[src/rtl/cache_mem_arbiter.sv]
// Round-robin arbiter that shares one line-wide memory port between the I-cache and D-cache.
// One transaction is in flight at a time, with fixed latency and a one-cycle done pulse to the owner.
module cache_mem_arbiter #(
  parameter int WORD_SIZE   = 16,
  parameter int LINE_SIZE   = 64,
  parameter int MEM_LATENCY = 4
) (
  input  logic                 clk,
  input  logic                 reset_n,
  input  logic                 i_req,
  input  logic [WORD_SIZE-1:0] i_addr,
  output logic                 i_grant,
  output logic                 i_done,
  output logic [LINE_SIZE-1:0] i_rdata,
  input  logic                 d_req,
  input  logic                 d_we,
  input  logic [WORD_SIZE-1:0] d_addr,
  input  logic [LINE_SIZE-1:0] d_wdata,
  output logic                 d_grant,
  output logic                 d_done,
  output logic [LINE_SIZE-1:0] d_rdata,
  output logic                 mem_read,
  output logic                 mem_write,
  output logic [WORD_SIZE-1:0] mem_addr,
  output logic [LINE_SIZE-1:0] mem_wdata,
  input  logic [LINE_SIZE-1:0] mem_rdata,
  output logic [15:0]          conflict_cnt
);

  typedef enum logic [1:0] {IDLE, BUSY, DONE} state_t;

  localparam logic [3:0]           CNT_LAST  = 4'(MEM_LATENCY - 1);
  localparam logic [WORD_SIZE-1:0] LINE_MASK = ~(WORD_SIZE'(3));

  state_t               state_reg, state_next;
  logic [3:0]           cnt_reg;
  logic                 last_owner_reg;
  logic                 owner_reg;
  logic                 we_reg;
  logic [WORD_SIZE-1:0] addr_reg;
  logic [LINE_SIZE-1:0] wdata_reg;
  logic [LINE_SIZE-1:0] i_rdata_reg, d_rdata_reg;
  logic [15:0]          conflict_cnt_reg;

  logic grant_valid;
  logic grant_d;
  logic busy_last;

  // On a tie the D-cache wins only when the I-cache was served last.
  assign grant_valid = i_req | d_req;
  assign grant_d     = d_req & (~i_req | ~last_owner_reg);
  assign busy_last   = (state_reg == BUSY) && (cnt_reg == CNT_LAST);

  always_ff @(posedge clk) begin
    if (!reset_n) state_reg <= IDLE;
    else          state_reg <= state_next;
  end

  always_comb begin
    state_next = state_reg;
    case (state_reg)
      IDLE:    if (grant_valid) state_next = BUSY;
      BUSY:    if (busy_last)   state_next = DONE;
      DONE:    state_next = IDLE;
      default: state_next = IDLE;
    endcase
  end

  always_ff @(posedge clk) begin
    if (!reset_n) begin
      cnt_reg          <= '0;
      last_owner_reg   <= 1'b1;
      owner_reg        <= 1'b0;
      we_reg           <= 1'b0;
      addr_reg         <= '0;
      wdata_reg        <= '0;
      i_rdata_reg      <= '0;
      d_rdata_reg      <= '0;
      conflict_cnt_reg <= '0;
    end else begin
      case (state_reg)
        IDLE: begin
          cnt_reg <= '0;
          if (i_req && d_req) conflict_cnt_reg <= conflict_cnt_reg + 16'd1;
          if (grant_valid) begin
            owner_reg <= grant_d;
            we_reg    <= grant_d & d_we;
            addr_reg  <= (grant_d ? d_addr : i_addr) & LINE_MASK;
            if (grant_d) wdata_reg <= d_wdata;
          end
        end
        BUSY: begin
          cnt_reg <= cnt_reg + 4'd1;
          if (busy_last && !we_reg) begin
            if (owner_reg) d_rdata_reg <= mem_rdata;
            else           i_rdata_reg <= mem_rdata;
          end
        end
        DONE: last_owner_reg <= owner_reg;
        default: ;
      endcase
    end
  end

  always_comb begin
    i_grant   = 1'b0;
    d_grant   = 1'b0;
    i_done    = 1'b0;
    d_done    = 1'b0;
    mem_read  = 1'b0;
    mem_write = 1'b0;
    mem_addr  = '0;
    mem_wdata = '0;
    case (state_reg)
      BUSY: begin
        i_grant   = ~owner_reg;
        d_grant   = owner_reg;
        mem_read  = ~we_reg;
        mem_write = we_reg;
        mem_addr  = addr_reg;
        mem_wdata = wdata_reg;
      end
      DONE: begin
        i_grant   = ~owner_reg;
        d_grant   = owner_reg;
        i_done    = ~owner_reg;
        d_done    = owner_reg;
        mem_addr  = addr_reg;
        mem_wdata = wdata_reg;
      end
      default: ;
    endcase
  end

  assign i_rdata      = i_rdata_reg;
  assign d_rdata      = d_rdata_reg;
  assign conflict_cnt = conflict_cnt_reg;

endmodule
[config.mk]
export PLATFORM = sky130hd
export DESIGN_NAME = cache_mem_arbiter
export DESIGN_NICKNAME = d
export VERILOG_FILES = /design/src/rtl/cache_mem_arbiter.sv
export SDC_FILE = /design/constraint.sdc
export NUM_CORES = 1
export LEC_CHECK = 0
export ABC_AREA = 1
export CORE_AREA = 2 2 152 154
export DETAILED_ROUTE_END_ITERATION = 8
export DIE_AREA = 0 0 154 156
export GPL_ROUTABILITY_DRIVEN = 0
export HOLD_SLACK_MARGIN = 0.1
export PLACE_DENSITY = 0.8
export REMOVE_ABC_BUFFERS = 1
export SLEW_MARGIN = 10
export SYNTH_ARGS = -nofsm -noshare
export SYNTH_HDL_FRONTEND = slang
export SYNTH_SLANG_ARGS = --single-unit
[constraint.sdc]
create_clock -name clk -period 1.9 [get_ports clk]
set_input_delay 0.19 -clock clk [delete_from_list [all_inputs] [get_ports clk]]
set_output_delay 0.19 -clock clk [all_outputs]
set_load 0.005 [all_outputs]
Yosys cells after proc, flatten, opt, wreduce, memory -nomap -nowiden
Cells that the tools add are included.
- register bits after elaboration: 231
- input bits: 165
- logic and storage cells: 51
- add/sub/neg operators: 2
- eq/ne operators: 5
- multiplexer cells: 13
- bitwise operators: 8
- reduce and logical (&&, ||, !) cells: 13
- operators by type and width (cell ; number):
    2-to-1 mux 64 bit ; 1
    2-to-1 mux 16 bit ; 2
    adder 16 x 1 -> 16 bit (second input constant) ; 1
    AND reduction 3 bit ; 3
    case mux 4 bit (2 select lines) ; 1
    2-to-1 mux 1 bit ; 6
    AND reduction 2 bit ; 3
    adder 4 x 1 -> 4 bit (second input constant) ; 1
    equality test 4 x 2 -> 1 bit (second input constant) ; 1
    2-to-1 mux 2 bit ; 2
    != test 2 bit (second input constant) ; 2
    inverter 1 bit ; 4
    case mux 2 bit (2 select lines) ; 1
    logical AND 1 bit ; 3
    bitwise AND 1 bit ; 2
    equality test 2 x 1 -> 1 bit (second input constant) ; 1
    equality test 2 bit (second input constant) ; 1
    logical NOT 2 bit ; 1
    bitwise OR 1 bit ; 2
    nonzero test 2 bit ; 1
    OR reduction 2 bit ; 1
    logical NOT 1 bit ; 1

Depth between registers and ports, before layout
Gate-level depths: netlist of the first run.
- depth after elaboration: 4
- gate-level depth with buffers: 10
- depth with buffers taken out: 10

Least setup slack after synthesis of the first run
No wires, ideal clock.
- path type: register -> register
- from: reg state_reg[1]
- to: reg i_rdata_reg[57] (netlist: i_rdata[57])
- data arrival time: 1.394 ns
- data required time: 1.768 ns
- setup slack: 0.374 ns
- cell stages (with the launch flop): 9
- buffers on the path: 1
- clock period less this slack: 1.526 ns
- cells stage by stage: dfxtp_1 inv_1 ha_1 inv_2 nor2_4 nand3_1 clkbuf_1 nand2_1 a21oi_1
- longest elaborated chain between the ends: 4
- RTL lines (item ; line ; RTL):
    start, declared ; 35 ; state_t state_reg, state_next;
    start signal, assigned ; 56 ; else state_reg <= state_next;
    equality test 2 x 1 -> 1 bit (*) ; 52, 81 ;
    logical AND 1 bit ; 52 ; assign busy_last = (state_reg == BUSY) && (cnt_reg == CNT_LAST);
    logical AND 1 bit ; 94 ; if (busy_last && !we_reg) begin
    AND reduction 3 bit (no source line) (*) ; - ;
    end signal, assigned ; 96 ; else i_rdata_reg <= mem_rdata;
    end, declared ; 42 ; logic [LINE_SIZE-1:0] i_rdata_reg, d_rdata_reg;
Every way passes the cells marked *; elsewhere a longest branch is shown, timed or not.
A chain may end at the register's enable or synchronous reset.

Final worst setup path of the first run
- from: reg state_reg[0]
- to: out mem_wdata[40]
- longest elaborated chain between the ends: 3
- elaborated cells between the ends (all ways): 4
- those cells by class: eq/ne: 2; mux: 1; reduce/logical: 1
- RTL lines (item ; line ; RTL):
    equality test 2 x 1 -> 1 bit / equality test 2 bit (equally long branches) ; 114 ; case (state_reg)
    OR reduction 2 bit (no source line) (*) ; - ;
    2-to-1 mux 64 bit (*) ; 114 ;
    end, declared ; 25 ; output logic [LINE_SIZE-1:0] mem_wdata,
Marks and branches as above.

==> results of run 1 <==
power by group:
group / leakage [µW] / internal [µW] / switching, µW
Clock: 0.000373 / 2660 / 1940
Sequential: 0.00188 / 5210 / 323
Combinational: 0.00442 / 2830 / 2760
Total: 0.00667 / 10700 / 5030
final cells by class:
cell class | instances | area [µm²] | area share, %
multi-input combinational | 852 | 4370 | 28.1
clock buffer | 36 | 697 | 4.48
timing repair buffer | 483 | 5040 | 32.4
antenna | 1 | 2.50 | 0.0161
clock inverter | 6 | 55.1 | 0.354
tap | 285 | 357 | 2.29
inverter | 109 | 414 | 2.66
sequential | 231 | 4630 | 29.7
cells by family after synthesis:
logic type	after synthesis	synth area share (%)
AO/OA/AOI/OAI	248	13.5
flip-flops	231	48.8
buffers and inverters	218	9.28
other	1	0.0396
AND/OR/NAND/NOR	596	27.6
adder cells (fa/ha/maj)	6	0.792
worst paths after layout:
kind / from / to / slack (ns)
min reg2reg: d_rdata[51] / d_rdata[51] / 0.46
max: state_reg[0] / mem_wdata[40] / -0.14
max reg2reg: state_reg[0] / d_rdata[30] / 0.09
min: i_addr[9] / addr_reg[9] / 0.25
routing by layer:
metal  wire length (µm)  vias up  GRT usage (%)
met2              17100      620           45.3
met5                  0        -              0
met3               3340      115           6.06
li1                   -     5079              -
met1              13100     4989           30.6
met4               1570        0           11.0
repair_timing:
| action | in CTS | in global routing |
|---|---|---|
| setup buffers | 33 | 11 |
| pin swaps | 25 | 26 |
| endpoints found under the setup margin | 84 | 190 |
| cloned | 6 | 5 |
| hold buffers | 1 | 0 |
| gates resized for setup | 435 | 153 |
| endpoints found under the hold margin | 9 | 0 |
critical path, stage by stage, from the launching register on:
cell,delay (ns)
dfxtp_2,0.33
inv_2,0.05
ha_4,0.26
buf_12,0.14
buf_12,0.13
buf_16,0.13
buf_12,0.12
nand2_4,0.04
inv_2,0.02
buf_2,0.11
stage by stage:
| stage | instances | total power [µW] | setup WS [ns] | hold slack (ns) | TNS [ns] |
|---|---|---|---|---|---|
| 2_1_floorplan | 1192 | 6840 | -3.42 | 0.274 | -498.12 |
| 3_3_place_gp | 1913 | 8770 | -0.0923 | 0.447 | -2.32 |
| 3_5_place_dp | 1913 | 8810 | -0.101 | 0.451 | -3.03 |
| 4_1_cts | 1995 | 15000 | -0.172 | 0.230 | -5.48 |
| 5_1_grt | 2003 | 16300 | -0.193 | 0.252 | -7.25 |
| 6_report | 2003 | 15700 | -0.143 | 0.252 | -2.85 |
layout by cell type, fill, tap and decap left out, drive strengths merged, types with 5 or more instances in the layout:
master         netlist  final
clkdlybuf4s50        0    303
nand2              281    281
dfxtp              231    231
buf                 44    171
nor2               165    165
a21oi              145    145
nand4              130    130
inv                109    109
o21ai               87     87
clkbuf              65     42
a31oi               14     14
nand3               14     14
ha                   6      6
clkinv               0      5
==> Implementation_results.wiki, run 1 <==
{| class="wikitable"
! Metric !! Value
|-
| Remaining DRCs || 0
|-
| Most used flip-flop cell after synthesis || dfxtp_1
|-
| Die height || 156 µm
|-
| First-pass detailed-route iteration total || 6
|-
| Maximum level of the CTS H-tree || 1
|-
| Mapped Cells || 1300
|-
| CTS Sinks || 231
|-
| Worst path setup slack after routing || -0.143 ns
|-
| Violated checks || setup timing
|-
| Core Rows || 55
|-
| Number of DRC markers in iteration 0 || 801
|-
| Final net count || 1873
|-
| Share of synthesized area occupied by flip-flops and latches || 48.8%
|-
| Cell area after technology mapping || about 9500 µm²
|-
| Maximum number of buffers from clock root to sink || 3
|-
| Most used standard cell by instance count after synthesis || nand2_1
|-
| Leakage || about 0.0067 µW
|-
| Grt ovf || 0
|-
| Critical Path RT || ~1.7 ns
|-
| Sum of routed wire length over all layers || 35100 µm
|-
| Synth area leader || dfxtp_1
|-
| Pin count of the biggest net entering global routing || 82
|-
| Number of global-route vias before repair || 9916
|-
| Clock Skews || approximately 0.0080 ns
|-
| Boundary Pins || slightly below 400
|-
| Share of Yosys cell area claimed by the top area cell type || 48.8%
|-
| Count of pins over their slew limit || 0
|-
| Fraction of synthesis flops using an asynchronous set or reset pin || 0%
|-
| Maximum vdd ir drop || 925 µV
|-
| Final hold violation count || 0
|-
| Clock-pin slew of the registers on the worst-case setup and hold paths || 0.06 ns
|-
| TritonCTS clock tree || yes
|-
| Commonest cells post-synth || nand2_1 (281), dfxtp_1 (231), nor2_1 (163)
|-
| Die footprint || 24000 µm²
|-
| Warning count from the yosys run || 0
|-
| Data arrival time of the critical path || roughly 1.9 ns
|-
| Number of flops mapped to enable cells by yosys || 0
|-
| Hold Path Class || in -> reg
|-
| Wire length of the first global-routing pass || 51100 µm
|-
| Ratio of final minimum period to clock period || 108%
|-
| Avg Synthesized Cell Area || ~7.3 µm²
|-
| Detail Route Antenna Nets || 0
|-
| Vias per std cell || 5.39
|-
| Run status || finished with violations
|-
| Cell chosen for the clock root || clkbuf_16
|-
| Critical Path Start Type || flip-flop
|-
| WL per Instance || 17.5 µm
|-
| Routed vias || approximately 11000
|-
| Post-route cell area || 15600 µm²
|-
| Fmax || 0.490 GHz
|-
| HPWL after detailed placement || 21600 µm
|-
| Cts bufs inserted || 25
|-
| RSZ-0062 raised after global routing || true
|-
| Maxcap violations || 0
|-
| Power per unit of standard cell area || 1010 nW/µm²
|-
| Total of endpoints with negative setup slack in the final report || 63
|-
| Endpoint type of the worst setup path || primary output
|-
| Biggest area contributors in the synthesized netlist || dfxtp_1 (49%), nand2_1 (11%), nand4_1 (8.6%)
|-
| Synth unique cells || 26
|-
| Chip Width || 154 µm
|-
| Post-layout minimum cycle time || 2.04 ns
|-
| FILL cells || around 1700
|-
| Number of antenna violations at the first check in global routing || 1
|-
| Final Util || 69.6%
|-
| Worst R2R Path Depth || 10
|-
| Flip-flop and latch count after synthesis || 231
|-
| Cell depth of the worst min-delay path || 3
|-
| Type of the setup path with the least slack || reg -> out
|-
| Critical-path maximum fanout || 6
|-
| Later-pin clock latency in the skew report || 0.51 ns
|-
| Overall routing resource usage || 25.9%
|-
| Port bufs || 388
|-
| Effective utilization at floorplan || 42.4%
|-
| Standard cell core area || 22400 µm²
|-
| Share of layout cells above drive strength 1 || 20.9%
|-
| Area added between synthesis and finish || 64.2%
|-
| Placed inst area || 13800 µm²
|}
(Power assumes the default switching activity.)
==> run 2: changes to the inputs <==
Settings changed: CORE_AREA 2 2 152 154 to not set, CORE_MARGIN set to 5, CORE_UTILIZATION set to 43, DIE_AREA 0 0 154 156 to not set, PLACE_DENSITY 0.8 to 0.81.
==> run 2 against run 1 <==
The run still ends with setup timing left. Via count down 1.7%. Combinational power down 4.6%. Count of clock-buffer cells in the layout up 3. Maximum frequency up 0.79%. Critical path depth down 1. Critical endpoint is now mem_wdata[54].
==> Implementation_results.wiki, run 2 (synthesized netlist as in run 1, its figures left out) <==
{| class="wikitable"
! Metric !! Value
|-
| Run status || finished with violations
|-
| Violated checks || setup timing
|-
| Largest stage delay, worst path || 0.35 ns (+0.02 ns)
|-
| Core Rows || 54 (-1.8%)
|-
| Sequence of cells on the critical path || inv_2 > ha_4 > buf_6 > buf_12 > buf_12 > nand2_2 > inv_2 > buf_6
|-
| Slowest-stage cell, CP || ha_4
|-
| Leakage || 0.00662 µW (-0.73%)
|-
| Boundary Pins || 395 (unchanged)
|-
| Remaining DRCs || 0 (unchanged)
|-
| Type of the setup path with the least slack || reg -> out
|-
| Area added between synthesis and finish || 63.0%
|-
| Standard cell core area || 21800 µm² (-2.7%)
|-
| Sw Pwr || 4970 µW (-1.1%)
|-
| RSZ-0062 raised after global routing || true
|-
| Data arrival time of the critical path || 1.84 ns (about the same)
|-
| Power per unit of standard cell area || 1020 nW/µm² (+0.55%)
|-
| Final cell count without fillers || 1980 (-1.1%)
|-
| Maximum vdd ir drop || 802 µV (-13%)
|-
| Startpoint of the lowest-slack hold path || d_we
|-
| Net switching fraction of the power || 31.7% (-0.29 points)
|-
| Die footprint || 25100 µm² (+4.5%)
|-
| Maximum level of the CTS H-tree || 1 (unchanged)
|-
| Port bufs || 388 (unchanged)
|-
| Cell depth of the worst min-delay path || 3 (unchanged)
|-
| Critical Path RT || 1.71 ns (about the same)
|-
| Clock Skews || 0.00809 ns (+0.000108 ns)
|-
| Cell count after placement || 1904 (-0.47%)
|-
| Part of the total power dissipated in the clock network || 30.6% (+1.4 points)
|-
| Effective utilization at floorplan || 43.6% (+1.2 points)
|-
| Critical-path maximum fanout || 7 (+1)
|-
| Internal power contribution || 10700 µW (+0.21%)
|-
| Share of layout cells above drive strength 1 || 20.5% (-0.31 points)
|-
| Total of endpoints with negative setup slack in the final report || 48 (-24%)
|-
| Detail Route Antenna Nets || 0 (unchanged)
|-
| Worst path setup slack after routing || -0.127 ns (+0.0160 ns)
|-
| Maxcap violations || 0 (unchanged)
|-
| HPWL after detailed placement || 23300 µm (+7.9%)
|-
| Later-pin clock latency in the skew report || 0.51 ns (about the same)
|-
| Ratio of final minimum period to clock period || 107% (-0.84 points)
|-
| Maximum number of buffers from clock root to sink || 3 (unchanged)
|-
| Endpoint type of the worst setup path || primary output
|-
| Final hold violation count || 0 (unchanged)
|-
| Crit path buf inv count || 6 (-1)
|-
| Fmax || 0.493 GHz (+0.79%)
|-
| CP delay by family, top || buffers and inverters
|-
| Reg2reg setup slack || 0.07 ns (-0.02 ns)
|-
| Clock-pin slew of the registers on the worst-case setup and hold paths || 0.06 ns (about the same)
|-
| Overall routing resource usage || 25.9% (-0.027 points)
|-
| CTS Sinks || 231 (unchanged)
|-
| Worst slew pin tran || around 0.59 ns
|-
| Die height || 158 µm (+1.6%)
|-
| Chip Width || 158 µm (+2.9%)
|-
| Wire length of the first global-routing pass || 53000 µm (+3.7%)
|-
| Share of power burned in registers || 35.4% (+0.2 points)
|-
| Startpoint of the worst-slack reg-to-reg timing path || state_reg[0]
|-
| Sum of routed wire length over all layers || 36100 µm (+2.7%)
|-
| Critical Path Start Type || flip-flop
|-
| Cts bufs inserted || 25 (unchanged)
|-
| First-pass detailed-route iteration total || 7 (+1)
|-
| Number of global-route vias before repair || 10323 (+4.1%)
|-
| Count of pins over their slew limit || 0 (unchanged)
|-
| Hold Path Class || in -> reg
|-
| Worst R2R Path Depth || 10 (unchanged)
|-
| Normalized max-slew margin || 61.0%
|-
| Most common library cell in the layout ignoring fill and taps || clkdlybuf4s50_1
|-
| Cell chosen for the clock root || clkbuf_16
|-
| Routed vias || 10617 (-1.7%)
|-
| Worst min-delay path endpoint || we_reg
|-
| Endpoint of the most critical register-to-register path || d_rdata[34]
|-
| Share of power burned in combinational logic || 34.0% (-1.6 points)
|-
| Vias per std cell || 5.36 (-0.58%)
|-
| Grt ovf || 0 (unchanged)
|-
| Final net count || 1854 (-1.0%)
|-
| Final Hold Slack || 0.237 ns (-0.0151 ns)
|-
| Number of DRC markers in iteration 0 || 853 (+6.5%)
|-
| WL per Instance || 18.2 µm (+3.9%)
|-
| Post-layout minimum cycle time || 2.03 ns (-0.0160 ns)
|-
| Number of antenna violations at the first check in global routing || 1 (unchanged)
|-
| Most frequent cells in the layout || clkdlybuf4s50_1 (303), dfxtp_1 (228), nand2_1 (209)
|-
| Pin count of the biggest net entering global routing || 84 (+2.4%)
|-
| TritonCTS clock tree || yes
|}
==> run 2: cell count changes in the layout (fill, tap and decap cells not counted), moves of 3 or more <==
| cell | before | now |
|---|---|---|
| buf_6 | 58 | 68 |
| buf_16 | 3 | 6 |
| nand2_4 | 31 | 42 |
| buf_2 | 45 | 27 |
| buf_12 | 29 | 18 |
| nand2_2 | 41 | 30 |
| clkinv_2 | 5 | 2 |
| inv_2 | 60 | 71 |
| inv_1 | 47 | 37 |
==> run 2: worst max path at each step <==
stage	cells past startpoint	to	slack [ns]	startpoint
4_1_cts	9	mem_wdata[40]	-0.19	state_reg[1]
3_3_place_gp	7	mem_wdata[5]	0.07	state_reg[1]
2_1_floorplan	6	d_rdata[0]	-3.42	cnt_reg[0]
3_5_place_dp	7	mem_addr[8]	0.04	state_reg[1]
5_1_grt	8	mem_wdata[49]	-0.20	state_reg[1]
6_report	8	mem_wdata[54]	-0.13	state_reg[1]
==> run 2: cell type report <==
type	instances	area [µm²]
fillers	1589	6310
repair buffers	464	4850
flip-flops and latches	231	4630
multi-input cells	852	4410
clock buffers	39	728
inverters	109	412
well taps	280	350
clock inverters	4	70.1
diodes	1	2.50
==> run 2: stage by stage <==
stage / utilization [%] / worst slack, ns / power (µW) / instance area [µm²] / setup TNS [ns]
final: 71.0 / -0.127 / 15700 / 15400 / -4.05
after global routing: 71.0 / -0.202 / 16400 / 15400 / -9.27
after CTS: 68.1 / -0.187 / 14900 / 14800 / -8.90
after detailed placement: 63.3 / 0.0409 / 8900 / 13800 / 0
after global placement: 63.3 / 0.0676 / 8850 / 13800 / 0
after floorplan: - / -3.42 / 6840 / 9010 / -498.12
==> run 2: repair_timing <==
item	4_1_cts	5_1_grt
cloned	5	3
endpoints found under the hold margin	9	0
hold buffers	1	0
pin swaps	34	26
gates resized for setup	424	177
setup buffers	21	6
endpoints found under the setup margin	84	149
==> run 2: per-layer routing <==
layer,up-vias,global-route usage (%),part of all wire (%),routed length (µm)
met5,-,0,0,0
met4,0,10.3,4.2,1530
met3,100,7.69,11,3820
met2,531,46.0,49,17700
met1,4935,29.1,36,13000
li1,5051,-,-,-
==> run 2: worst reg2reg max path: stages (launching register included) <==
cell and delay [ns]:
dfxtp_2 0.33, buf_4 0.10, buf_4 0.11, ha_2 0.18, inv_2 0.05, nor2_4 0.15
buf_6 0.19, nand3_4 0.17, buf_4 0.25, nand2_1 0.10, a21oi_1 0.08
==> run 2: power groups by stage <==
stage                     logic (µW)  registers, µW  clock network (µW)
after detailed placement        3380           5510                   0
after floorplan                 1360           5490                   0
final                           5340           5560                4810
after CTS                       4590           5460                4860
after global placement          3340           5500                   0
after global routing            5700           5590                5080
